### src/rtl/computer_run_ctrl.sv
// Boot/run sequencer for the RV32I computer core: host load port, reset hold, run timing, dmem ownership.
// Optional watchdog when RUN_CTRL_WATCHDOG_EN is defined (RUN ends with timeout after MAX_CYCLES).
//
// state    | meaning
// ---------+-----------------------------------------------------------
// IDLE     | core held in reset, host owns imem/dmem
// RST_HOLD | core held in reset for RST_CYCLES cycles after START
// RUN      | core released, core owns dmem, cycles counted until halt
// DONE     | core stopped but not reset, host owns dmem again
module computer_run_ctrl #(
    parameter int ADDR_BITS  = 16,
    parameter int RST_CYCLES = 5,
    parameter int MAX_CYCLES = 50000,
    parameter int CNT_W      = 32
) (
    input  logic                 clk,
    input  logic                 rst_n,
    input  logic                 host_cmd_valid,
    output logic                 host_cmd_ready,
    input  logic [1:0]           host_cmd_op,
    input  logic [ADDR_BITS-1:0] host_cmd_addr,
    input  logic [31:0]          host_cmd_wdata,
    output logic                 host_rsp_valid,
    output logic [31:0]          host_rsp_data,
    output logic                 imem_we,
    output logic [ADDR_BITS-1:0] imem_waddr,
    output logic [31:0]          imem_wdata,
    input  logic                 core_dmem_re,
    input  logic [ADDR_BITS-1:0] core_dmem_raddr,
    input  logic [ADDR_BITS-1:0] core_dmem_waddr,
    input  logic [31:0]          core_dmem_wdata,
    input  logic                 core_dmem_we,
    output logic                 dmem_re,
    output logic [ADDR_BITS-1:0] dmem_raddr,
    output logic [ADDR_BITS-1:0] dmem_waddr,
    output logic [31:0]          dmem_wdata,
    output logic                 dmem_we,
    input  logic [31:0]          dmem_rdata,
    output logic                 core_reset,
    input  logic                 core_halt,
    output logic                 busy,
    output logic                 done,
    output logic                 timeout,
    output logic [CNT_W-1:0]     cycle_count
);

    typedef enum logic [1:0] {S_IDLE, S_RST_HOLD, S_RUN, S_DONE} state_t;

    localparam logic [1:0] OP_WR_IMEM = 2'd0;
    localparam logic [1:0] OP_WR_DMEM = 2'd1;
    localparam logic [1:0] OP_RD_DMEM = 2'd2;
    localparam logic [1:0] OP_START   = 2'd3;

    localparam int HOLD_W = (RST_CYCLES < 2) ? 1 : $clog2(RST_CYCLES);
    localparam logic [HOLD_W-1:0] HOLD_LOAD = HOLD_W'(RST_CYCLES - 1);

    state_t            state, state_nxt;
    logic [HOLD_W-1:0] hold_cnt;
    logic              accept, start_acc, hold_tc, cnt_sat;

    assign accept    = host_cmd_valid & host_cmd_ready;
    assign start_acc = accept & (host_cmd_op == OP_START);
    assign hold_tc   = (hold_cnt == '0);
    assign cnt_sat   = &cycle_count;

`ifdef RUN_CTRL_WATCHDOG_EN
    // Fire on the increment that would bring the count to MAX_CYCLES, so RUN lasts exactly MAX_CYCLES.
    localparam logic [CNT_W-1:0] WDOG_LAST = CNT_W'(MAX_CYCLES - 1);
    logic wdog_hit;
    assign wdog_hit = (cycle_count == WDOG_LAST);
`endif

    always_ff @(posedge clk or negedge rst_n) begin
        if (!rst_n) state <= S_IDLE;
        else        state <= state_nxt;
    end

    always_comb begin
        state_nxt = state;
        case (state)
            S_IDLE, S_DONE: if (start_acc) state_nxt = S_RST_HOLD;
            S_RST_HOLD:     if (hold_tc) state_nxt = S_RUN;
            S_RUN: begin
                if (core_halt) state_nxt = S_DONE;
`ifdef RUN_CTRL_WATCHDOG_EN
                else if (wdog_hit) state_nxt = S_DONE;
`endif
            end
            default:        state_nxt = S_IDLE;
        endcase
    end

    always_comb begin
        host_cmd_ready = (state == S_IDLE) || (state == S_DONE);
        core_reset     = (state == S_IDLE) || (state == S_RST_HOLD);
        busy           = (state == S_RST_HOLD) || (state == S_RUN);
        done           = (state == S_DONE);
    end

    // Reset hold timer: loaded at START, terminal count at zero.
    always_ff @(posedge clk or negedge rst_n) begin
        if (!rst_n)                                hold_cnt <= '0;
        else if (start_acc)                        hold_cnt <= HOLD_LOAD;
        else if (state == S_RST_HOLD && !hold_tc)  hold_cnt <= hold_cnt - 1'b1;
    end

    always_ff @(posedge clk or negedge rst_n) begin
        if (!rst_n)                                         cycle_count <= '0;
        else if (start_acc)                                 cycle_count <= '0;
        else if (state == S_RUN && !core_halt && !cnt_sat)  cycle_count <= cycle_count + 1'b1;
    end

`ifdef RUN_CTRL_WATCHDOG_EN
    always_ff @(posedge clk or negedge rst_n) begin
        if (!rst_n)                                        timeout <= 1'b0;
        else if (start_acc)                                timeout <= 1'b0;
        else if (state == S_RUN && !core_halt && wdog_hit) timeout <= 1'b1;
    end
`else
    assign timeout = 1'b0;
`endif

    // Read data comes straight from the sync RAM; only the valid strobe is registered.
    always_ff @(posedge clk or negedge rst_n) begin
        if (!rst_n) host_rsp_valid <= 1'b0;
        else        host_rsp_valid <= accept & (host_cmd_op == OP_RD_DMEM);
    end

    assign host_rsp_data = dmem_rdata;
    assign imem_we       = accept & (host_cmd_op == OP_WR_IMEM);
    assign imem_waddr    = host_cmd_addr;
    assign imem_wdata    = host_cmd_wdata;

    always_comb begin
        if (state == S_RUN) begin
            dmem_re    = core_dmem_re;
            dmem_raddr = core_dmem_raddr;
            dmem_waddr = core_dmem_waddr;
            dmem_wdata = core_dmem_wdata;
            dmem_we    = core_dmem_we;
        end else begin
            dmem_re    = accept & (host_cmd_op == OP_RD_DMEM);
            dmem_raddr = host_cmd_addr;
            dmem_waddr = host_cmd_addr;
            dmem_wdata = host_cmd_wdata;
            dmem_we    = accept & (host_cmd_op == OP_WR_DMEM);
        end
    end

endmodule

### config.mk
export PLATFORM = sky130hd
export DESIGN_NAME = computer_run_ctrl
export DESIGN_NICKNAME = d
export VERILOG_FILES = /design/src/rtl/computer_run_ctrl.sv
export SDC_FILE = /design/constraint.sdc
export NUM_CORES = 1
export LEC_CHECK = 0
export CAP_MARGIN = 0
export CORE_AREA = 2 2 130 132
export DETAILED_ROUTE_END_ITERATION = 10
export DIE_AREA = 0 0 132 134
export PLACE_DENSITY = 0.64
export SYNTH_ARGS = -nofsm -noshare
export SYNTH_HDL_FRONTEND = slang
export SYNTH_SLANG_ARGS = --single-unit
### constraint.sdc
create_clock -name clk -period 6.6 [get_ports clk]
set_input_delay 1.65 -clock clk [delete_from_list [all_inputs] [get_ports clk]]
set_output_delay 1.65 -clock clk [all_outputs]
set_load 0.02 [all_outputs]
Word-level counts from Yosys, hierarchy flattened:

Index checks and enable logic that the tools add are counted.

* output and inout port bits: 185
* register bits: 38
* bits of input ports: 152

* muxes and demuxes: 13
* equality and inequality tests: 9
* reductions and logical operators: 17
* bitwise gates (word level): 5
* add/sub/neg operators: 2

Operators with widths (number)
* $mux 32: 3
* $add 32x1->32 const B: 1
* $mux 16: 2
* $reduce_and 32->1: 1
* $eq 2x2->1 const B: 4
* $mux 2: 3
* $mux 3: 2
* $ne 2x2->1 const B: 3
* $pmux 2 s3: 1
* $and 1x1->1: 5
* $eq 2x1->1 const B: 2
* $logic_not 2->1: 2
* $reduce_bool 2->1: 2
* $logic_and 1x1->1: 3
* $logic_not 1->1: 3
* $logic_not 3->1: 1
* $logic_or 1x1->1: 3
* $reduce_and 3->1: 1
* $sub 3x1->3 const B: 1
* $mux 1: 2
* $reduce_or 2->1: 1

Longest topological paths before layout:

Gate-level depths: netlist (run 1).

* depth in word-level cells: 6
* depth in mapped cells: 8

Least setup slack after synthesis (run 1):

No wires, ideal clock.

* path type: input port to output port
* start: input host_cmd_valid
* end: output dmem_re
* setup slack: 2439 ps
* arrival time: 2511 ps
* cell stages on the path: 3
* cells stage by stage: nor2b_1 nand2_1 o31ai_1

* cells in the longest elaborated chain, start to end: 3

Ends and longest elaborated chain
* start, declared: line 18 `input logic host_cmd_valid,`
* $and 1x1->1: line 61 `assign accept = host_cmd_valid & host_cmd_ready;`
* $and 1x1->1: line 142 `dmem_re = accept & (host_cmd_op == OP_RD_DMEM);`
* $mux 1: line 135 `if (state == S_RUN) begin`
* end, declared: line 33 `output logic dmem_re,`

No other way between the ends.

Final worst setup path (run 1):

* start: input host_cmd_valid
* end: output imem_we

* cells in the longest elaborated chain, start to end: 2

Ends and longest elaborated chain
* $and 1x1->1: line 61
* $and 1x1->1: line 130 `assign imem_we = accept & (host_cmd_op == OP_WR_IMEM);`
* end, declared: line 25 `output logic imem_we,`

No other way between the ends.

==> results of run 1 <==
layout make-up:
cell class | count | area, µm² | share of cell area [%]
Clock buffer | 7 | 142.6 | 2.341
Clock inverter | 1 | 5.005 | 0.08215
Inverter | 11 | 41.29 | 0.6778
Multi-Input combinational cell | 303 | 1962 | 32.20
Sequential cell | 38 | 950.9 | 15.61
Tap cell | 220 | 275.3 | 4.518
Timing Repair Buffer | 272 | 2715 | 44.57
cells in the final DEF (no fill, tap or decap), types with 2 or more instances in the layout:
cell type        count
a21oi_1             24
and2_1               2
and3_1               3
clkbuf_16            5
clkdlybuf4s50_1    270
dfrtp_1             38
ha_1                 7
inv_1               10
mux2_2              32
mux2i_1              3
nand2_1             89
nand2b_1            22
nand3_1             13
nand4_1              9
nor2_1              11
nor2_4               2
nor2b_1              2
nor4_1               5
nor4_4               2
o211ai_1             4
o21a_1               2
o21ai_0              7
o21ai_1             10
o31a_1               2
o31ai_1              8
or2_2                2
or3_1               14
or4_1                9
per-stage QoR:
stage | instance area (µm²) | util, % | hold slack [ns]
finish | 6092 | 37.40 | 0.5111
global route | 6092 | 37.40 | 0.5566
CTS | 6092 | 37.40 | 0.5177
detailed placement | 5944 | 36.49 | 0.5041
global placement | 5944 | 36.49 | 0.4966
floorplan | 3612 | - | 0.4790
registers in the layout, summed over array words and instances, names as in the netlist:
name	flops
cycle_count	32
hold_cnt	3
state	2
host_rsp_valid	1
report_power, final:
part           switching (mW)  leakage (nW)  internal [mW]  total [mW]
registers              0.0236         0.515          0.259       0.282
clock network          0.0935        0.0739          0.150       0.243
logic                   0.689          1.83          0.642        1.33
total                   0.806          2.42           1.05        1.86
tightest hold or removal path: cells and delay by family (launching register included):
kind | cells | cell delay [ns]
AO/OA/AOI/OAI | 1 | 0.06
flip-flops | 1 | 0.34
AND/OR/NAND/NOR | 1 | 0.07
metal layers:
metal  wire (µm)  vias up  global-route usage, %  part of all wire [%]
li1            -     1857                      -                     -
met1        5856     1723                  18.06                    40
met2        7208      141                  26.36                    49
met3        1392       24                  6.236                   9.5
met4         148        0                  3.200                   1.0
met5           0        -                      0                     0
logic make-up (layout without fill, tap and decap cells):
family	after synthesis	after routing
AND/OR/NAND/NOR	193	193
buffers and inverters	108	291
AO/OA/AOI/OAI	65	65
flip-flops	38	38
XOR/XNOR	1	1
multiplexers	35	35
adder cells (fa/ha/maj)	8	8
other	1	1
worst max path at each step:
stage / depth (start not counted) / slack, ns / start / to
after global routing: 4 / 1.31 / host_cmd_valid / imem_we
final: 4 / 1.36 / host_cmd_valid / imem_we
after detailed placement: 4 / 1.37 / host_cmd_valid / imem_we
after floorplan: 3 / 2.44 / host_cmd_valid / dmem_re
after CTS: 4 / 1.35 / host_cmd_valid / imem_we
after global placement: 4 / 1.34 / host_cmd_valid / imem_we
==> results.json, run 1 <==
{
  "reg2reg_to": "cycle_count[29]",
  "synthXorXnorAreaFrac_pct": 0.2425,
  "cts_hold_buf": 0,
  "dieArea_mm2": 0.01769,
  "syn_area_mm2": 0.003612,
  "start_util_pct": 22.18,
  "synth_commonest_cells": "nand2_1 (89), buf_4 (81), dfrtp_1 (38)",
  "grt-ovfl-total": 0,
  "cp-end-kind": "primary output",
  "post-place-ws_ns": 1.367,
  "vias": 3745,
  "instances_no_fill": 852,
  "rows": 47,
  "synth_nets": 609,
  "grt_pass1_vias": 3467,
  "synth_compound_area_share_pct": 11.64,
  "min_from": "hold_cnt[1]",
  "first_iter_violations": 180,
  "timing.final.crit_period_ns": 5.240,
  "crit_required_ns": 4.95,
  "die_w_um": 132,
  "max_stage_delay_ns": 0.71,
  "crit_type": "in2out",
  "cpMostUsedCell": "clkdlybuf4s50_1",
  "drcViolationCount": 0,
  "cts_resized": 0,
  "critical-path-top-delay-family": "buffers and inverters",
  "fill_cells": 1686,
  "synth_mux_area_share_pct": 10.81,
  "avgRoutedWirePerCell_um": 17.14,
  "antenna_cells": 0,
  "synthDistinctLibCells": 49,
  "p_leak_nw": 2.418,
  "grt_usage_pct": 15.34,
  "p_per_area_mw_per_mm2": 304.8,
  "rr_worst_depth": 7,
  "gp_congestion": 0.7597,
  "via_per_inst": 4.396,
  "hp-class": "reg2reg",
  "drt-total-wl_um": 14610,
  "ant_nets": 0,
  "path_max_fanout": 5,
  "hold-path-cell-count": 2,
  "synth_flop_cell": "dfrtp_1",
  "synthAdderAreaFrac_pct": 2.771,
  "tns_ns": 0,
  "drive_gt1_share_pct": 8.703,
  "cts_root_buf": "clkbuf_16",
  "clk_pin_slew_ns": 0.06,
  "post_synth_and_or_nand_nor_area_fraction_pct": 28.40,
  "synth_top_area_cell": "dfrtp_1",
  "synth_enable_flop_cells": 0,
  "fmax_mhz": 190.8,
  "final_nets": 791,
  "finalHoldViolations": 0,
  "r2r_setup_slack_ns": 3.42,
  "placedCellCount": 844,
  "max-clock-path-buffers": 2,
  "cpMaxStageDelayCell": "clkdlybuf4s50_1",
  "synth_area_leaders": "dfrtp_1 (26%), buf_4 (17%), mux2_2 (10%)",
  "cts_setup_buffers": 0,
  "worstReg2RegStart": "state[0]",
  "grt_pass1_wl_um": 21000,
  "yosysMostFrequentCell": "nand2_1",
  "critPathBufInv": 2,
  "synth_top_family_by_area": "simple AND/OR/NAND/NOR gates",
  "port_buffers": 271,
  "timing.final.ws_setup_ns": 1.360,
  "drt-pass1-iter-count": 4,
  "io_pins": 337,
  "rsz0062_at_grt": "no",
  "synth-async-reset-ratio_pct": 100.0,
  "cts_buffers": 5,
  "arrival_ns": 3.59,
  "hold_end": "hold_cnt[1]",
  "syn_area_per_cell_um2": 8.045,
  "antenna_found_initial": 0,
  "insertion_delay_ns": 0.28,
  "cts_tree": "built",
  "drv_slew": 0,
  "setup_viol": 0,
  "synthDominantCellAreaShare_pct": 26.32,
  "worstMarginPinSlew_ns": 0.9242,
  "synthCells": 449,
  "core_area_mm2": 0.01629,
  "peakVddDrop_v": 0.0001560,
  "fin_skew_ns": 0.004227,
  "synth-seq-area-share_pct": 26.32,
  "h-tree-depth": 2,
  "outcome": "completed",
  "die_y_um": 134,
  "power_mw": 1.857,
  "period_share_pct": 79.40,
  "maxCapViolations": 0,
  "grt_max_degree": 87,
  "yosysWarnings": 0,
  "ys_ff_latch": 38,
  "path_cells": "clkdlybuf4s50_1, nor2b_1, nor3b_1, clkdlybuf4s50_1",
  "place.detailed.hpwl_um": 12060,
  "cts.sinks": 38,
  "slew_headroom_pct": 38.39,
  "area_growth_pct": 68.65,
  "critPathLaunchType": "input port"
}
No activity file was read; power rests on OpenSTA's default activity.
==> run 2: changes to the inputs <==
--- a/config.mk
+++ b/config.mk
@@ -6,10 +6,10 @@
 export NUM_CORES = 1
 export LEC_CHECK = 0
 export CAP_MARGIN = 0
-export CORE_AREA = 2 2 130 132
+export CORE_AREA = 2 2 131 133
 export DETAILED_ROUTE_END_ITERATION = 10
-export DIE_AREA = 0 0 132 134
-export PLACE_DENSITY = 0.64
+export DIE_AREA = 0 0 133 135
+export PLACE_DENSITY = 0.65
 export SYNTH_ARGS = -nofsm -noshare
 export SYNTH_HDL_FRONTEND = slang
 export SYNTH_SLANG_ARGS = --single-unit
==> constraint.sdc (replaced) <==
create_clock -name clk -period 4.3 [get_ports clk]
set_input_delay 1.075 -clock clk [delete_from_list [all_inputs] [get_ports clk]]
set_output_delay 1.075 -clock clk [all_outputs]
set_load 0.02 [all_outputs]
==> results.json, run 2 (synthesis results as in run 1) <==
{
  "final_core_util_pct": 37.37,
  "rsz0062_at_grt": "no",
  "path_max_fanout": 5,
  "first_iter_violations": 228,
  "arrival_ns": 2.81,
  "vias": 3731,
  "cts.sinks": 38,
  "crit_required_ns": 3.22,
  "placedCellCount": 846,
  "final_cell_mix": "clkdlybuf4s50_1 (270), nand2_1 (89), dfrtp_1 (38)",
  "setup_viol": 0,
  "drcViolationCount": 0,
  "rows": 47,
  "start_util_pct": 22.02,
  "grt_pass1_vias": 3527,
  "core_area_mm2": 0.01641,
  "die_w_um": 133,
  "grt_pass1_wl_um": 21760,
  "reg_top3": "cycle_count (32), hold_cnt (3), state (2)",
  "peakVddDrop_v": 0.0002284,
  "cts_buffers": 5,
  "period_share_pct": 90.42,
  "critPathLaunchType": "input port",
  "grt_usage_pct": 15.98,
  "final_nets": 793,
  "fin_skew_ns": 0.001871,
  "clk_pin_slew_ns": 0.06,
  "instances_no_fill": 853,
  "cp-end-kind": "primary output",
  "drt-total-wl_um": 15650,
  "via_per_inst": 4.374,
  "max-clock-path-buffers": 2,
  "met1_length_um": 6075,
  "maxCapViolations": 0,
  "drv_slew": 0,
  "area_growth_pct": 69.73,
  "worstMarginPinSlew_ns": 0.9149,
  "outcome": "completed",
  "dieArea_mm2": 0.01796,
  "cts_resized": 0,
  "drive_gt1_share_pct": 9.005,
  "io_pins": 337,
  "fmax_mhz": 257.2,
  "topRoutingLayerUsed": "met4",
  "cts_setup_buffers": 0,
  "cts_tree": "built",
  "grt-ovfl-total": 0,
  "cts_root_buf": "clkbuf_16",
  "wl_met2_um": 7424,
  "timing.final.crit_period_ns": 3.888,
  "largest_reg_flops": 32,
  "crit_type": "in2out",
  "tns_ns": 0,
  "finalHoldViolations": 0,
  "gp_congestion": 0.7798,
  "h-tree-depth": 2,
  "cts_hold_buf": 0,
  "place.detailed.hpwl_um": 12990,
  "antenna_found_initial": 0,
  "slew_headroom_pct": 39.01,
  "p_leak_nw": 2.440,
  "die_y_um": 135,
  "layout_commonest_cell": "clkdlybuf4s50_1",
  "top_register": "cycle_count",
  "met3_length_um": 1895,
  "ant_nets": 0,
  "avgRoutedWirePerCell_um": 18.34,
  "insertion_delay_ns": 0.28,
  "hp-class": "reg2reg",
  "grt_max_degree": 61,
  "antenna_cells": 0,
  "drt-pass1-iter-count": 5,
  "p_per_area_mw_per_mm2": 476.2,
  "port_buffers": 271
}
[run 2: layer usage]
metal  global-route usage [%]  vias up
li1                         -     1850
met1                    18.37     1702
met2                    26.48      157
met3                    8.221       22
met4                    3.763        0
met5                        0        -
[run 2: final timing paths]
kind / start / endpoint / slack [ns] / depth (start not counted)
min: hold_cnt[2] / hold_cnt[2] / 0.51 / 2
min in group asynchronous: rst_n / cycle_count[22] / 0.92 / 1
max: host_cmd_valid / dmem_re / 0.41 / 5
min reg2reg: hold_cnt[2] / hold_cnt[2] / 0.51 / 2
max reg2reg: state[0] / cycle_count[29] / 1.63 / 7
max in group asynchronous: rst_n / cycle_count[23] / 2.79 / 1
[run 2: power by group]
part           internal, mW  leakage, nW  total [mW]  switching [mW]
clock network         0.286       0.0829       0.427           0.141
registers             0.397        0.515       0.432          0.0346
logic                  1.00         1.84        2.06            1.06
[run 2: cell type report]
class | count | area (µm²)
clock buffer | 6 | 138.9
inverter | 11 | 41.29
clock inverter | 1 | 30.03
tap | 220 | 275.3
fill | 1642 | 10280
multi-input combinational | 303 | 1952
timing repair buffer | 274 | 2743
sequential | 38 | 950.9
[run 2: metrics by stage]
step | cell area (µm²) | total power, mW | setup WS [ns] | hold slack [ns]
2_1_floorplan | 3612 | 1.607 | 1.289 | 0.4790
3_3_place_gp | 5962 | 2.511 | 0.3732 | 0.4932
3_5_place_dp | 5962 | 2.513 | 0.3765 | 0.4991
4_1_cts | 6131 | 2.956 | 0.3501 | 0.5121
5_1_grt | 6131 | 3.087 | 0.3161 | 0.5447
6_report | 6131 | 2.919 | 0.4120 | 0.5087
[run 2: critical path: stages]
cell and delay, ns:
clkdlybuf4s50_1 0.45, nor2b_1 0.25, nand2_1 0.12, o31ai_1 0.22
clkdlybuf4s50_1 0.69
==> run 3: changes to the inputs <==
--- a/config.mk
+++ b/config.mk
@@ -6,10 +6,10 @@
 export NUM_CORES = 1
 export LEC_CHECK = 0
 export CAP_MARGIN = 0
-export CORE_AREA = 2 2 131 133
+export CORE_AREA = 2 2 132 134
 export DETAILED_ROUTE_END_ITERATION = 10
-export DIE_AREA = 0 0 133 135
-export PLACE_DENSITY = 0.65
+export DIE_AREA = 0 0 134 136
+export PLACE_DENSITY = 0.62
 export SYNTH_ARGS = -nofsm -noshare
 export SYNTH_HDL_FRONTEND = slang
 export SYNTH_SLANG_ARGS = --single-unit
==> constraint.sdc (replaced) <==
create_clock -name clk -period 3.6 [get_ports clk]
set_input_delay 0.9 -clock clk [delete_from_list [all_inputs] [get_ports clk]]
set_output_delay 0.9 -clock clk [all_outputs]
set_load 0.02 [all_outputs]
==> results.json, run 3 (synthesis results as in run 1) <==
{
  "outcome": "completed",
  "crit_type": "in2out",
  "die_y_um": 136,
  "final_nets": 794,
  "timing.final.crit_period_ns": 3.506,
  "drt-total-wl_um": 14300,
  "reg_top3": "cycle_count (32), hold_cnt (3), state (2)",
  "finalHoldViolations": 0,
  "worstMarginPinSlew_ns": 0.8847,
  "drive_gt1_share_pct": 8.991,
  "fin_skew_ns": 0.003343,
  "min_from": "hold_cnt[1]",
  "timing.final.ws_setup_ns": 0.09407,
  "hold_end": "hold_cnt[1]",
  "slew_headroom_pct": 41.02,
  "antenna_cells": 0,
  "arrival_ns": 2.61,
  "grt.busiest_layer": "met2",
  "p_comb_share_pct": 72.5,
  "dpl-instance-area_mm2": 0.005976,
  "hold-path-cell-count": 2,
  "cts_tree": "built",
  "cp-end-kind": "primary output",
  "clk_pin_slew_ns": 0.05,
  "setup_viol": 0,
  "avgRoutedWirePerCell_um": 16.65,
  "first_iter_violations": 166,
  "via_per_inst": 4.352,
  "peakVddDrop_v": 0.0003401,
  "grt_max_degree": 87,
  "dieArea_mm2": 0.01822,
  "maxCapViolations": 0,
  "worstReg2RegStart": "state[0]",
  "rr_worst_depth": 8,
  "hp-class": "reg2reg",
  "grt_usage_pct": 14.25,
  "grt_pass1_wl_um": 20090,
  "gp_congestion": 0.7416,
  "swShare_pct": 43.44,
  "whs_ns": 0.5223,
  "grt_util_met2_pct": 24.05,
  "cts_hold_buf": 0,
  "critPathLaunchType": "input port",
  "top_register": "cycle_count",
  "drt-pass1-iter-count": 4,
  "ant_nets": 0,
  "io_pins": 337,
  "h-tree-depth": 2,
  "pwr-share-clk_pct": 12.3,
  "core_area_mm2": 0.01688,
  "p_leak_nw": 2.428,
  "drv_slew": 0,
  "crit_required_ns": 2.70,
  "die_w_um": 134,
  "seqPwrFrac_pct": 15.2,
  "path_max_fanout": 3,
  "antenna_found_initial": 0,
  "stdcell_area_mm2": 0.006113,
  "grt-ovfl-total": 0,
  "reg2reg_to": "cycle_count[20]",
  "placedCellCount": 852,
  "vias": 3738,
  "cts.sinks": 38,
  "met3_usage_pct": 4.698,
  "insertion_delay_ns": 0.28,
  "instances_no_fill": 859,
  "cts_buffers": 5,
  "grt_pass1_vias": 3418,
  "final_cell_mix": "clkdlybuf4s50_1 (270), nand2_1 (89), dfrtp_1 (38)",
  "fill_cells": 1740,
  "port_buffers": 271,
  "area_growth_pct": 69.24,
  "p_sw_mw": 1.474,
  "rsz0062_at_grt": "no",
  "fmax_mhz": 285.2,
  "rows": 48,
  "p_int_mw": 1.920,
  "layout_commonest_cell": "clkdlybuf4s50_1",
  "p_per_area_mw_per_mm2": 555.2,
  "cts_root_buf": "clkbuf_16",
  "cts_setup_buffers": 0,
  "drcViolationCount": 0,
  "place.detailed.hpwl_um": 11670,
  "max-clock-path-buffers": 2,
  "use_met1_pct": 17.44,
  "post-place-ws_ns": -0.03156,
  "r2r_setup_slack_ns": 0.82,
  "largest_reg_flops": 32,
  "start_util_pct": 21.40,
  "period_share_pct": 97.39
}
## run 3: cell types whose count changed in the layout (fill, tap and decap cells not counted)
| cell | before | now |
|---|---|---|
| nor3b_1 | 1 | 0 |
| nor3b_2 | 0 | 1 |
| buf_4 | 2 | 3 |
| clkbuf_1 | 0 | 2 |
| clkbuf_8 | 1 | 0 |
| bufinv_16 | 1 | 0 |
## run 3: layout make-up
type	count	area, µm²	share of cell area, %
clock buffer	7	132.6	2.169
inverter	11	41.29	0.6754
multi-input combinational	303	1957	32.01
sequential	38	950.9	15.55
tap	225	281.5	4.605
timing repair buffer	275	2750	44.99
## run 3: metal layers
layer | vias to the layer above | share of wire [%]
met2 | 149 | 50
met5 | - | 0
li1 | 1863 | -
met4 | 0 | 1.6
met3 | 20 | 9.3
met1 | 1706 | 40
## run 3: timing repair
action,in CTS,in global routing
resized for setup,1,0
setup endpoints to repair,1,0
hold endpoints to repair,0,0
## run 3: worst max-delay path by stage
stage,from,end,slack [ns],depth (start not counted)
6_report,host_cmd_valid,imem_we,0.09,5
4_1_cts,host_cmd_valid,imem_we,0.09,5
3_3_place_gp,host_cmd_valid,imem_we,-0.01,5
5_1_grt,host_cmd_valid,imem_we,0.04,5
2_1_floorplan,state[0],dmem_wdata[10],0.90,5
3_5_place_dp,host_cmd_valid,imem_we,-0.03,5
## run 3: stage by stage
step	util, %	TNS, ns	power [mW]
6_report	36.22	0	3.394
5_1_grt	36.22	0	3.590
4_1_cts	36.22	0	3.431
3_5_place_dp	35.41	-0.03156	2.999
3_3_place_gp	35.41	-0.01464	2.998
2_1_floorplan	-	0	1.919
## run 3: power by group through the flow
stage	sequential (mW)	clock (mW)	combinational, mW
after floorplan	0.537	0	1.38
final	0.516	0.419	2.46
after detailed placement	0.523	0	2.48
after global routing	0.524	0.449	2.62
after global placement	0.522	0	2.48
after CTS	0.516	0.429	2.49
## run 3: critical path, stage by stage
cell             delay [ns]
clkdlybuf4s50_1        0.44
nor2b_1                0.22
nor3b_2                0.28
buf_4                  0.16
clkdlybuf4s50_1        0.60
==> edit: new RTL, config.mk and constraints of run 3 <==
Add a define of `RUN_CTRL_WATCHDOG_EN`.
--- a/src/rtl/computer_run_ctrl.sv
+++ b/src/rtl/computer_run_ctrl.sv
@@ -7,6 +7,8 @@
 // RST_HOLD | core held in reset for RST_CYCLES cycles after START
 // RUN      | core released, core owns dmem, cycles counted until halt
 // DONE     | core stopped but not reset, host owns dmem again
+`define RUN_CTRL_WATCHDOG_EN
+
 module computer_run_ctrl #(
     parameter int ADDR_BITS  = 16,
     parameter int RST_CYCLES = 5,
Formal check against the unedited RTL: same outputs for any inputs over 10 cycles, from zero or initial values and one cycle with rst_n low; that may be too few to reach the edited logic, so the function may still have changed.
==> edit against run 3 <==
- final cell count grew 1.7%
- setup slack gained 52 ps
- fmax grew 1.5%
- die area is the same
- synthesized area grew 1.5%
- cell area grew 1.9%
- utilization grew 0.69 points
- non-clock buffer count grew 7
- power shrank 13%
- sequential cell count grew 1
- routed wire length grew 9.3%
- critical endpoint is now dmem_we
- largest cell class unchanged
- highest routed layer unchanged
==> edit: results (changes against run 3) <==
stage,metric,value,unit,change
yosys,ys_seq_area_share,26.63,%,was 26.32%
finish,multi_input_area_share,32.11,%,was 32.01%
yosys,synthesis.nets,616,,was 609
global_routing,antenna_found_initial,1,,was 0
global_routing,grt_pass1_wl,22780,um,"was 20,090 um"
finish,seq_share,15.67,%,was 15.55%
finish,nonClockBufferCount,282,,was 275
pwr,power.leakage,2.432,nW,was 2.428 nW
yosys,synth_cell_types,48,,was 49
pwr,peakVddDrop,0.2207,mV,was 0.3401 mV
yosys,syn_inst,456,,was 449
placement,io_buffers,272,,was 271
clock_tree,cts_resized,0,,was 1
yosys,syn_area_per_cell,8.037,um^2,was 8.045 um^2
finish,nFillCells,1724,,"was 1,740"
run_status,status,"complete, no violations",,unchanged
detailed_routing,routed_wirelength,15640,um,"was 14,300 um"
yosys,synth_compound_gate_area_share,9.764,%,was 11.64%
global_routing,grt_max_degree,40,,was 87
finish,clock_buffers,6,,was 7
yosys,synthTopCellsByCount,"91 x nand2_1, 80 x buf_4, 39 x dfrtp_1",,"was 89 x nand2_1, 81 x buf_4, 38 x dfrtp_1"
yosys,synthTopCellsByArea,"dfrtp_1 27%, buf_4 16%, mux2_2 9.8%",,"was dfrtp_1 26%, buf_4 17%, mux2_2 10%"
critical_path,worst-r2r-cell-count,7,,was 8
critical_path,reg2reg_to,cycle_count[5]$_DFFE_PN0P_,,was cycle_count[20]$_DFFE_PN0P_
finish,multi_input_cells,311,,was 303
finish,clkCellAreaFrac,2.310,%,was 2.169%
edit: cell types whose count changed after synthesis, sizes merged, moves of 3 or more:
cell / delta
xnor2: +6
or4: +3
buf: -3
clkbuf: +4
nor2: +3
a211oi: +3
o21ai: -7
or3: -3
nand2b: -3
edit: per-layer routing:
metal	up-vias	global-route usage, %	part of all wire, %
met5	-	0	0
met4	0	4.610	2.8
met3	31	5.406	8.8
met2	191	28.60	48
met1	1838	19.72	41
li1	1907	-	-
edit: worst min-delay path by stage:
stage	start	end	slack, ps	cells past startpoint
5_1_grt	timeout$_DFFE_PN0P_	timeout$_DFFE_PN0P_	540	2
2_1_floorplan	hold_cnt[2]$_DFFE_PN0P_	hold_cnt[2]$_DFFE_PN0P_	480	2
3_5_place_dp	timeout$_DFFE_PN0P_	timeout$_DFFE_PN0P_	490	2
4_1_cts	timeout$_DFFE_PN0P_	timeout$_DFFE_PN0P_	510	2
3_3_place_gp	timeout$_DFFE_PN0P_	timeout$_DFFE_PN0P_	480	2
6_report	timeout$_DFFE_PN0P_	timeout$_DFFE_PN0P_	500	2
edit: stage by stage:
| step | instance area [um^2] | power, mW | setup WS, ps |
|---|---|---|---|
| 5_1_grt | 6225 | 3.124 | 51.09 |
| 6_report | 6230 | 2.946 | 146.4 |
| 3_5_place_dp | 6081 | 2.524 | 144.7 |
| 4_1_cts | 6225 | 2.990 | 123.2 |
| 3_3_place_gp | 6081 | 2.517 | 170.7 |
| 2_1_floorplan | 3665 | 1.645 | 841.7 |
edit: critical path, stage by stage:
cell and delay [ps]:
clkdlybuf4s50_1 450, nor2b_1 210, nand2_1 80, o31ai_1 230
clkdlybuf4s50_1 690
edit: where the power goes:
part	switching, mW	total (mW)	internal, mW
Clock	0.175	0.445	0.271
Sequential	0.0466	0.534	0.487
Combinational	1.02	1.97	0.950
